$ cat config.mk
export PLATFORM = sky130hd
export DESIGN_NAME = lcd_frame_streamer_flat
export DESIGN_NICKNAME = d
export VERILOG_FILES = /design/src/rtl/lcd_frame_streamer_pkg.sv /design/src/rtl/lcd_frame_streamer_if.sv /design/src/rtl/lcd_frame_streamer_spi.sv /design/src/rtl/lcd_frame_streamer.sv /design/src/flat_wrapper.sv
export SDC_FILE = /design/constraint.sdc
export NUM_CORES = 1
export LEC_CHECK = 0
export CELL_PAD_IN_SITES_DETAIL_PLACEMENT = 1
export CELL_PAD_IN_SITES_GLOBAL_PLACEMENT = 1
export CORE_ASPECT_RATIO = 0.6
export CORE_MARGIN = 3
export CORE_UTILIZATION = 40
export DETAILED_ROUTE_END_ITERATION = 6
export PLACE_DENSITY_LB_ADDON = 0.1
export SYNTH_ARGS = -nofsm -noshare
export SYNTH_HDL_FRONTEND = slang
export SYNTH_HIERARCHICAL = 1
export SYNTH_SLANG_ARGS = --single-unit
$ cat constraint.sdc
create_clock -name clk -period 3.6 [get_ports clk]
set_input_delay 0.54 -clock clk [delete_from_list [all_inputs] [get_ports clk]]
set_output_delay 0.54 -clock clk [all_outputs]
set_load 0.01 [all_outputs]
$ cat src/rtl/lcd_frame_streamer_pkg.sv
// Shared panel constants: ST7735 opcodes, default geometry, top-state encoding and
// the command ROM that holds the init sequence followed by the per-frame window.
package lcd_pkg;

  localparam int LCD_W_DEF = 132;
  localparam int LCD_H_DEF = 162;

  localparam logic [7:0] OP_SLPOUT = 8'h11;
  localparam logic [7:0] OP_COLMOD = 8'h3A;
  localparam logic [7:0] OP_MADCTL = 8'h36;
  localparam logic [7:0] OP_DISPON = 8'h29;
  localparam logic [7:0] OP_CASET  = 8'h2A;
  localparam logic [7:0] OP_RASET  = 8'h2B;
  localparam logic [7:0] OP_RAMWR  = 8'h2C;

  // ROM layout: 0 SLPOUT, 1..5 init tail, 6..16 window, 17 = end of window
  localparam logic [4:0] ROM_WIN_FIRST = 5'd6;
  localparam logic [4:0] ROM_END       = 5'd17;

  typedef enum logic [2:0] {
    ST_RST_HOLD, ST_RST_WAIT, ST_SLPOUT, ST_SLP_WAIT, ST_INIT, ST_WINDOW, ST_PIXEL
  } lcd_state_e;

  typedef struct packed {
    logic       dc;
    logic [7:0] data;
  } spi_byte_t;

  function automatic spi_byte_t cmd_rom(input logic [4:0] i, input logic [7:0] xmax,
                                        input logic [7:0] ymax);
    spi_byte_t r;
    r = '{1'b1, 8'h00};
    case (i)
      5'd0:  r = '{1'b0, OP_SLPOUT};
      5'd1:  r = '{1'b0, OP_COLMOD};
      5'd2:  r = '{1'b1, 8'h05};
      5'd3:  r = '{1'b0, OP_MADCTL};
      5'd5:  r = '{1'b0, OP_DISPON};
      5'd6:  r = '{1'b0, OP_CASET};
      5'd10: r = '{1'b1, xmax};
      5'd11: r = '{1'b0, OP_RASET};
      5'd15: r = '{1'b1, ymax};
      5'd16: r = '{1'b0, OP_RAMWR};
      default: r = '{1'b1, 8'h00};
    endcase
    return r;
  endfunction

endpackage

$ cat src/rtl/lcd_frame_streamer_if.sv
// Pixel-source address/data bus plus the panel pins driven by the frame streamer.
interface lcd_frame_streamer_if;
  logic [15:0] ram_lcd_data;
  logic [7:0]  ram_lcd_addr_x;
  logic [7:0]  ram_lcd_addr_y;
  logic        lcd_rst_n_out;
  logic        lcd_bl_out;
  logic        lcd_dc_out;
  logic        lcd_clk_out;
  logic        lcd_data_out;
  logic        lcd_cs_n_out;
  logic        frame_done;

  modport master (
    input  ram_lcd_data,
    output ram_lcd_addr_x, ram_lcd_addr_y, lcd_rst_n_out, lcd_bl_out, lcd_dc_out,
           lcd_clk_out, lcd_data_out, lcd_cs_n_out, frame_done
  );

  modport slave (
    output ram_lcd_data,
    input  ram_lcd_addr_x, ram_lcd_addr_y, lcd_rst_n_out, lcd_bl_out, lcd_dc_out,
           lcd_clk_out, lcd_data_out, lcd_cs_n_out, frame_done
  );
endinterface

$ cat src/rtl/lcd_frame_streamer_spi.sv
// SPI mode-0 byte shifter: one load cycle, then 8 bits of CLK_DIV low + CLK_DIV high.
// done marks the final high cycle so the next byte can load with no gap.
module lcd_spi_byte_tx #(
  parameter int CLK_DIV = 2
) (
  input  logic       clk,
  input  logic       rst,
  input  logic       start,
  input  logic [7:0] tx_byte,
  input  logic       tx_dc,
  output logic       sclk,
  output logic       mosi,
  output logic       dc,
  output logic       busy,
  output logic       done
);
  localparam int CW = (CLK_DIV < 1) ? 1 : $clog2(CLK_DIV + 1);

  logic [CW-1:0] cnt;
  logic [2:0]    bitn;
  logic [7:0]    sh;

  assign mosi = sh[7];
  assign done = busy && sclk && (cnt == '0) && (bitn == 3'd7);

  always_ff @(posedge clk) begin
    if (!rst) begin
      sclk <= 1'b0;
      dc   <= 1'b0;
      busy <= 1'b0;
      cnt  <= '0;
      bitn <= '0;
      sh   <= '0;
    end else if (start && (!busy || done)) begin
      // load cycle counts as one extra low cycle for bit 7
      busy <= 1'b1;
      sh   <= tx_byte;
      dc   <= tx_dc;
      sclk <= 1'b0;
      cnt  <= CW'(CLK_DIV);
      bitn <= '0;
    end else if (busy) begin
      if (cnt != '0) begin
        cnt <= cnt - 1'b1;
      end else if (!sclk) begin
        sclk <= 1'b1;
        cnt  <= CW'(CLK_DIV - 1);
      end else begin
        sclk <= 1'b0;
        if (bitn == 3'd7) begin
          busy <= 1'b0;
        end else begin
          bitn <= bitn + 3'd1;
          sh   <= {sh[6:0], 1'b0};
          cnt  <= CW'(CLK_DIV - 1);
        end
      end
    end
  end
endmodule

$ cat src/rtl/lcd_frame_streamer.sv
// Panel bring-up then endless raster streaming: pulls RGB565 words by (x,y) address
// from the pixel mux and sends them through the SPI byte shifter.
module lcd_frame_streamer
  import lcd_pkg::*;
#(
  parameter int LCD_W        = LCD_W_DEF,
  parameter int LCD_H        = LCD_H_DEF,
  parameter int CLK_DIV      = 2,
  parameter int RST_HOLD_CYC = 1000,
  parameter int WAKE_CYC     = 12_000_000
) (
  input logic                  clk,
  input logic                  rst,
  lcd_frame_streamer_if.master bus
);
  localparam int          STAGES    = 2;
  localparam logic [7:0]  XMAX      = 8'(LCD_W - 1);
  localparam logic [7:0]  YMAX      = 8'(LCD_H - 1);
  localparam logic [31:0] HOLD_LAST = 32'(RST_HOLD_CYC - 1);
  localparam logic [31:0] WAKE_LAST = 32'(WAKE_CYC - 1);

  lcd_state_e  state, state_nxt;
  logic [31:0] dly;
  logic [4:0]  idx, idx_nxt;
  logic [7:0]  x, y;
  logic [15:0] pix_word;
  logic        have_word, byte_sel, last_pix;
  logic [STAGES:0] vld_pipe;
  logic        rst_n_q, bl_q, cs_n_q, frame_done_q;

  spi_byte_t   tx_word;
  logic        tx_start, tx_busy, tx_done, start_ok;
  logic        hi_start, lo_start, issue, frame_end, bl_set, at_last;
  logic        sclk, mosi, dc;

  lcd_spi_byte_tx #(.CLK_DIV(CLK_DIV)) u_tx (
    .clk     (clk),
    .rst     (rst),
    .start   (tx_start),
    .tx_byte (tx_word.data),
    .tx_dc   (tx_word.dc),
    .sclk    (sclk),
    .mosi    (mosi),
    .dc      (dc),
    .busy    (tx_busy),
    .done    (tx_done)
  );

  assign start_ok = !tx_busy || tx_done;
  assign at_last  = (x == XMAX) && (y == YMAX);

  always_comb begin
    state_nxt = state;
    idx_nxt   = idx;
    tx_word   = cmd_rom(idx, XMAX, YMAX);
    tx_start  = 1'b0;
    hi_start  = 1'b0;
    lo_start  = 1'b0;
    issue     = 1'b0;
    frame_end = 1'b0;
    bl_set    = 1'b0;
    case (state)
      ST_RST_HOLD: if (dly == HOLD_LAST) state_nxt = ST_RST_WAIT;
      ST_RST_WAIT: if (dly == WAKE_LAST) state_nxt = ST_SLPOUT;
      ST_SLPOUT: begin
        if (start_ok && idx == 5'd0) begin
          tx_start = 1'b1;
          idx_nxt  = 5'd1;
        end
        if (tx_done) state_nxt = ST_SLP_WAIT;
      end
      ST_SLP_WAIT: if (dly == WAKE_LAST) state_nxt = ST_INIT;
      ST_INIT: begin
        // DISPON completing launches CASET in the same cycle
        if (start_ok) begin
          tx_start = 1'b1;
          idx_nxt  = idx + 5'd1;
        end
        if (tx_done && idx == ROM_WIN_FIRST) begin
          state_nxt = ST_WINDOW;
          bl_set    = 1'b1;
        end
      end
      ST_WINDOW: begin
        if (start_ok && idx != ROM_END) begin
          tx_start = 1'b1;
          idx_nxt  = idx + 5'd1;
        end
        if (tx_done && idx == ROM_END) begin
          state_nxt = ST_PIXEL;
          issue     = 1'b1;
        end
      end
      ST_PIXEL: begin
        if (!byte_sel) begin
          tx_word = '{1'b1, pix_word[15:8]};
          if (have_word && start_ok) begin
            tx_start = 1'b1;
            hi_start = 1'b1;
          end else if (last_pix && tx_done) begin
            frame_end = 1'b1;
            tx_word   = cmd_rom(ROM_WIN_FIRST, XMAX, YMAX);
            tx_start  = 1'b1;
            idx_nxt   = ROM_WIN_FIRST + 5'd1;
            state_nxt = ST_WINDOW;
          end
        end else begin
          tx_word = '{1'b1, pix_word[7:0]};
          if (start_ok) begin
            tx_start = 1'b1;
            lo_start = 1'b1;
            issue    = !at_last;
          end
        end
      end
      default: state_nxt = ST_RST_HOLD;
    endcase
  end

  always_ff @(posedge clk) begin
    if (!rst) begin
      state        <= ST_RST_HOLD;
      dly          <= '0;
      idx          <= '0;
      x            <= '0;
      y            <= '0;
      pix_word     <= '0;
      have_word    <= 1'b0;
      byte_sel     <= 1'b0;
      last_pix     <= 1'b0;
      vld_pipe     <= '0;
      rst_n_q      <= 1'b0;
      bl_q         <= 1'b0;
      cs_n_q       <= 1'b1;
      frame_done_q <= 1'b0;
    end else begin
      state    <= state_nxt;
      dly      <= (state_nxt != state) ? 32'd0 : dly + 32'd1;
      idx      <= idx_nxt;
      vld_pipe <= {vld_pipe[STAGES-1:0], issue};
      if (hi_start) begin
        byte_sel  <= 1'b1;
        have_word <= 1'b0;
      end
      // source answers exactly STAGES cycles after the address moves
      if (vld_pipe[STAGES]) begin
        pix_word  <= bus.ram_lcd_data;
        have_word <= 1'b1;
      end
      if (lo_start) begin
        byte_sel <= 1'b0;
        if (at_last) begin
          last_pix <= 1'b1;
        end else if (x == XMAX) begin
          x <= '0;
          y <= y + 8'd1;
        end else begin
          x <= x + 8'd1;
        end
      end
      if (frame_end) begin
        x        <= '0;
        y        <= '0;
        last_pix <= 1'b0;
      end
      rst_n_q      <= (state_nxt != ST_RST_HOLD);
      cs_n_q       <= (state_nxt inside {ST_RST_HOLD, ST_RST_WAIT, ST_SLP_WAIT});
      if (bl_set) bl_q <= 1'b1;
      frame_done_q <= frame_end;
    end
  end

  assign bus.ram_lcd_addr_x = x;
  assign bus.ram_lcd_addr_y = y;
  assign bus.lcd_rst_n_out  = rst_n_q;
  assign bus.lcd_bl_out     = bl_q;
  assign bus.lcd_dc_out     = dc;
  assign bus.lcd_clk_out    = sclk;
  assign bus.lcd_data_out   = mosi;
  assign bus.lcd_cs_n_out   = cs_n_q;
  assign bus.frame_done     = frame_done_q;
endmodule

$ cat src/flat_wrapper.sv
// flat-port wrapper written by rule: the top's interface ports become plain ports
module lcd_frame_streamer_flat import lcd_pkg::*;
#(
  parameter int LCD_W        = LCD_W_DEF,
  parameter int LCD_H        = LCD_H_DEF,
  parameter int CLK_DIV      = 2,
  parameter int RST_HOLD_CYC = 1000,
  parameter int WAKE_CYC     = 12_000_000
)
  (clk, rst, bus_ram_lcd_data, bus_ram_lcd_addr_x, bus_ram_lcd_addr_y, bus_lcd_rst_n_out, bus_lcd_bl_out, bus_lcd_dc_out, bus_lcd_clk_out, bus_lcd_data_out, bus_lcd_cs_n_out, bus_frame_done);
  lcd_frame_streamer_if bus_i ();
  input logic clk;
  input logic rst;
  input wire logic [$bits(bus_i.ram_lcd_data)-1:0] bus_ram_lcd_data;
  output wire logic [$bits(bus_i.ram_lcd_addr_x)-1:0] bus_ram_lcd_addr_x;
  output wire logic [$bits(bus_i.ram_lcd_addr_y)-1:0] bus_ram_lcd_addr_y;
  output wire logic [$bits(bus_i.lcd_rst_n_out)-1:0] bus_lcd_rst_n_out;
  output wire logic [$bits(bus_i.lcd_bl_out)-1:0] bus_lcd_bl_out;
  output wire logic [$bits(bus_i.lcd_dc_out)-1:0] bus_lcd_dc_out;
  output wire logic [$bits(bus_i.lcd_clk_out)-1:0] bus_lcd_clk_out;
  output wire logic [$bits(bus_i.lcd_data_out)-1:0] bus_lcd_data_out;
  output wire logic [$bits(bus_i.lcd_cs_n_out)-1:0] bus_lcd_cs_n_out;
  output wire logic [$bits(bus_i.frame_done)-1:0] bus_frame_done;
  assign bus_i.ram_lcd_data = bus_ram_lcd_data;
  assign bus_ram_lcd_addr_x = bus_i.ram_lcd_addr_x;
  assign bus_ram_lcd_addr_y = bus_i.ram_lcd_addr_y;
  assign bus_lcd_rst_n_out = bus_i.lcd_rst_n_out;
  assign bus_lcd_bl_out = bus_i.lcd_bl_out;
  assign bus_lcd_dc_out = bus_i.lcd_dc_out;
  assign bus_lcd_clk_out = bus_i.lcd_clk_out;
  assign bus_lcd_data_out = bus_i.lcd_data_out;
  assign bus_lcd_cs_n_out = bus_i.lcd_cs_n_out;
  assign bus_frame_done = bus_i.frame_done;
  lcd_frame_streamer #(.LCD_W(LCD_W), .LCD_H(LCD_H), .CLK_DIV(CLK_DIV), .RST_HOLD_CYC(RST_HOLD_CYC), .WAKE_CYC(WAKE_CYC)) u_core (.clk(clk), .rst(rst), .bus(bus_i));
endmodule
# Word level (Yosys, flattened, before mapping)

Memories as Yosys holds them, arrays and structs flattened. A register that Yosys moved wholly into a read port is not among the register bits.
Index checks and enable logic that the tools add are counted.

Memories: 1
Register bits: 98
Bits of input ports: 18
Word-level logic and storage cells: 160
Output and inout port bits: 23
Memory bits (read-only): 256

Reduce and logical (&&, ||, !) cells: 38
$add $sub $neg: 6
Multiplexer cells: 63
Equality and inequality tests: 27
Bitwise logic cells: 4

Memory list:

| name             | words | bits a word | rd ports | clocked after Yosys merged registers in | wr ports | RTL line                     | RTL |
|---|---|---|---|---|---|---|---|
| (name not given) | 32    | 8           | 1        | 1                                       | 0        | lcd_frame_streamer_pkg.sv:33 | `case (i)` |

Operator list:

| cell                  | count |
|---|---|
| $mux 8                | 6 |
| $mux 5                | 8 |
| $mux 9                | 4 |
| $add 32x1->32 const B | 1 |
| $eq 32x10->1 const B  | 1 |
| $eq 32x24->1 const B  | 1 |
| $mux 1                | 27 |
| $mux 3                | 9 |
| $pmux 3 s7            | 1 |
| $pmux 5 s4            | 1 |
| $add 8x1->8 const B   | 2 |
| $eq 8x8->1 const B    | 2 |
| $eq 3x3->1 const B    | 4 |
| $logic_and 1x1->1     | 11 |
| $mux 2                | 5 |
| $reduce_and 2->1      | 5 |
| $eq 3x2->1 const B    | 3 |
| $ne 2x1->1 const B    | 4 |
| $ne 2x2->1 const B    | 4 |
| $reduce_and 4->1      | 2 |
| $reduce_bool 2->1     | 4 |
| $reduce_or 2->1       | 4 |
| $reduce_and 7->1      | 1 |
| $eq 3x1->1 const B    | 2 |
| other kinds (20)      | 26 |

# Logic depth before layout (Yosys ltp)

Word-level depth: 11
Gate-level depth with buffers: 15
Mapped depth without buffers: 13

# By module

The synthesis kept the hierarchy.

Modules (own cells, without submodules):

| module             | area an instance (µm²) | cells an instance | times used | sequential area each (µm²) |
|---|---|---|---|---|
| lcd_frame_streamer | 4455.5                 | 522               | 1          | 1801.7 |
| lcd_spi_byte_tx    | 758.2                  | 74                | 1          | 320.3 |

# Worst setup path after synthesis

No wires, ideal clock.

Kind: register -> register
Start point: register u_core.u_tx.bitn[0]
End point: register (tool-made name)
Path slack: 0.342 ns
Arrival: 3.131 ns
Path buffers: 1
Period minus slack after synthesis: 3.258 ns
Cell stages (with the launch flop): 15
Library setup time: 0.127 ns
Path through: dfxtp_1 ha_1 ha_1 and4bb_2 and2_1 buf_2 and4bb_2 o21ai_0 a21oi_4 mux2i_1 and2_1 ha_1 nor3_1 o21bai_1 a32oi_1

RTL lines:

| what                     | RTL line                     | RTL |
|---|---|---|
| start: declaration       | lcd_frame_streamer_spi.sv:20 | `logic [2:0] bitn;` |
| start signal: assignment | lcd_frame_streamer_spi.sv:53 | `bitn <= bitn + 3'd1;` |

==> results.py <==
metrics = {
    "status": {
        "run_status": "complete, no violations",
    },
    "detailed_routing": {
        "drtIter0Drc": 234,
        "drt.antenna.violating_nets": 0,
        "routed_wire_length_per_instance_um": 17.4,
        "vias_per_cell": 5.50,
        "wl_um": 14000,
        "drt_pre_antenna_iters": 5,
        "vias": 4407,
        "drc_errors": 0,
    },
    "yosys": {
        "count_of_flip_flops_with_a_built_in_enable_after_synthesis": 0,
        "postSynth.topFlopCell": "sky130_fd_sc_hd__dfxtp_1",
        "postSynthNetCount": 630,
        "netlist_top_cells_area": "sky130_fd_sc_hd__dfxtp_1 (41%), sky130_fd_sc_hd__nor2_1 (7.5%), sky130_fd_sc_hd__mux2i_1 (4.0%)",
        "synth_top_cells_by_count": "sky130_fd_sc_hd__dfxtp_1 (106), sky130_fd_sc_hd__nor2_1 (104), sky130_fd_sc_hd__nand2_1 (48)",
        "async_s_r_ff_share_synth_pct": 0,
        "register_bit_count_reported_by_yosys": 106,
        "yosysUniqueCellTypes": 73,
        "synthMostInstantiatedCell": "sky130_fd_sc_hd__dfxtp_1",
        "netlist_instances": 596,
        "syn-cell-area_sq_um": 5210,
        "yosys_warnings": 6,
        "post-synth-top-area-cell": "sky130_fd_sc_hd__dfxtp_1",
        "yosysSeqAreaShare_pct": 40.7,
        "synth.avg_cell_area_sq_um": 8.75,
        "portion_of_synthesized_cell_area_occupied_by_the_leading_cell_type_pct": 40.7,
    },
    "timing": {
        "maxSlewHeadroom_pct": 34.3,
        "grt_setup_unrepaired": "false",
        "fin_setup_tns_ps": 0,
        "fmax_ghz": 0.301,
        "final_cycle_utilization_of_the_critical_path_pct": 92.4,
        "setup_violations": 0,
        "finalCriticalPeriod_ps": 3330,
        "maximum_clock_skew_at_final_layout_ps": 11.3,
        "slew_violations": 0,
        "worst_pin_slew_ps": 983,
        "number_of_endpoints_with_negative_hold_slack_in_the_final_report": 0,
    },
    "finish": {
        "n_antenna_cell": 0,
        "area_growth_pct": 15.9,
        "share_of_final_layout_standard_cells_stronger_than_drive_strength_1_pct": 8.81,
        "finalNetCount": 665,
        "layout.cells.non_filler": 801,
        "final_util_pct": 48.8,
        "finalInstanceArea_sq_um": 6040,
    },
    "clock_network": {
        "max-clock-path-buffers": 2,
        "num_cts_buffers": 9,
        "cts_tree": "built",
        "worst_setup_hold_path_clk_slew_ps": 80,
        "htree_num_levels": 3,
        "clk_root_buffer_cell": "sky130_fd_sc_hd__clkbuf_16",
        "clock_sink_count": 106,
        "cts.hold.buffers_added": 0,
        "insertion_delay_of_the_later_clocked_pin_in_the_worst_skew_pair_ps": 350,
    },
    "critical_path": {
        "worst_r2r_path_depth": 13,
        "reg_to_reg_startpoint": "u_core/u_tx/bitn[0]",
        "timing.setup.critical_path_class": "reg -> reg",
        "critical_path.startpoint_type": "flip-flop",
        "critical_path.max_fanout": 10,
        "worstSetupStartpoint": "u_core/u_tx/bitn[0]",
        "cp-end-kind": "flip-flop",
        "setup.reg_to_reg.worst_slack_ps": 270,
        "worstPathRequired_ps": 3820,
        "worst-endpoint-arrival_ps": 3550,
    },
    "floorplan": {
        "chipHeight_um": 94.4,
        "die_area_sq_um": 14500,
        "initial_util_pct": 42.1,
        "io_pins": 41,
        "fp-row-count": 31,
        "area_of_the_core_region_sq_um": 12400,
        "die_x_um": 153,
    },
    "min_path": {
        "holdCritStartpoint": "u_core/vld_pipe[0]",
        "whs_path_depth": 1,
        "worstHoldPathType": "reg -> reg",
    },
    "placement": {
        "io_buffers": 40,
        "globalplace.congestion": 0.806,
        "dpl.hpwl_um": 10500,
        "place_area_sq_um": 5740,
        "post-place-cells": 784,
    },
    "power": {
        "irDropWorstVdd_v": 0.000258,
        "leakage_nw": 2.09,
        "totalPowerFinal_mw": 2.19,
        "p_per_area_nw_per_um2": 362,
    },
    "global_route": {
        "vias_in_the_first_global_route": 4443,
        "grt_first_pass_wirelength_um": 23100,
        "grt_overflow": 0,
        "antenna_violations_before_repair": 0,
        "grt_start_max_net_pins": 33,
        "grt_use_total_pct": 19.6,
    },
    "run": {
        "max_cap_violations": 0,
    },
}
## per-stage QoR
step / hold WS (ps) / setup WS [ps]
after floorplan: 412 / 342
after global placement: 419 / 222
after detailed placement: 427 / -14.0
after CTS: 453 / 78.2
after global routing: 471 / 8.80
final: 448 / 273
## state kept, by name (all words and copies together) (netlist names), 2 cells and up, named ones only
register,count
u_core/state,3
u_core/bus.ram_lcd_addr_x,8
u_core/u_tx/cnt,2
u_core/u_tx/sh,8
u_core/pix_word,16
u_core/idx,5
u_core/vld_pipe,3
u_core/dly,32
u_core/bus.ram_lcd_addr_y,8
u_core/u_tx/bitn,3
## placed cells by master (no fill, tap or decap), drive strengths merged, types with 8 or more instances in the layout
cell,instances
dfxtp,106
nor2,104
nand2,49
clkdlybuf4s50,40
nand3,23
xor2,23
xnor2,22
mux2i,21
inv,21
nor3,18
a21oi,17
ha,16
o21ai,16
nand4,13
clkbuf,11
buf,10
and3,8
## cell type report
type / count / area, sq um
fillers: 1457 / 6330
multi-input cells: 443 / 2870
flip-flops and latches: 106 / 2120
repair buffers: 50 / 475
clock buffers: 11 / 243
well taps: 165 / 206
inverters: 21 / 78.8
clock inverters: 5 / 46.3
## kinds of logic (layout without fill, tap and decap cells)
logic type / Yosys count / in the layout / share of synthesized area (%)
AOI/OAI and AO/OA: 97 / 97 / 14.3
buffers and inverters: 47 / 87 / 4.32
xor gates and xnor gates: 45 / 45 / 7.56
muxes: 22 / 22 / 4.25
DFF: 106 / 106 / 40.7
and+or+nand+nor: 263 / 263 / 25.0
adders and majority gates: 16 / 16 / 3.84
## per-layer routing
layer	up-vias	GRT usage, %	routed length, um
li1	2176	-	-
met1	2147	29.8	7500
met2	75	29.0	5780
met3	9	3.57	580
met4	0	4.04	103
met5	-	0	0
## final timing paths
| kind | end |
|---|---|
| max reg2reg | flip-flop |
| min | u_core/vld_pipe[1] |
| min reg2reg | u_core/vld_pipe[1] |
| max | flip-flop |
## worst max-delay path, cell delays in order (launching register included)
cell and delay [ps]:
sky130_fd_sc_hd__dfxtp_1 350, sky130_fd_sc_hd__ha_1 160, sky130_fd_sc_hd__ha_1 170, sky130_fd_sc_hd__and4bb_2 300, sky130_fd_sc_hd__and2_2 250, sky130_fd_sc_hd__nor2b_4 100, sky130_fd_sc_hd__a211o_2 360, sky130_fd_sc_hd__a21oi_4 170
sky130_fd_sc_hd__mux2i_1 260, sky130_fd_sc_hd__and2_1 270, sky130_fd_sc_hd__ha_1 290, sky130_fd_sc_hd__nor3_1 280, sky130_fd_sc_hd__o21bai_1 160, sky130_fd_sc_hd__a32oi_1 70
## timing repair
item                                    CTS  global route
resized for setup                         0             3
endpoints found under the hold margin     0             0
setup buffers                             1             0
endpoints found under the setup margin    2             4
cloned                                    0             0
pin swaps                                 1             0
## where the power goes
group | leakage [nW] | internal, mW | total [mW] | switching (mW)
registers | 0.854 | 1.17 | 1.18 | 0.00360
logic | 1.09 | 0.0256 | 0.0527 | 0.0271
clock network | 0.142 | 0.500 | 0.957 | 0.457
total | 2.09 | 1.70 | 2.19 | 0.488
Power figures use the tool's default switching activity.
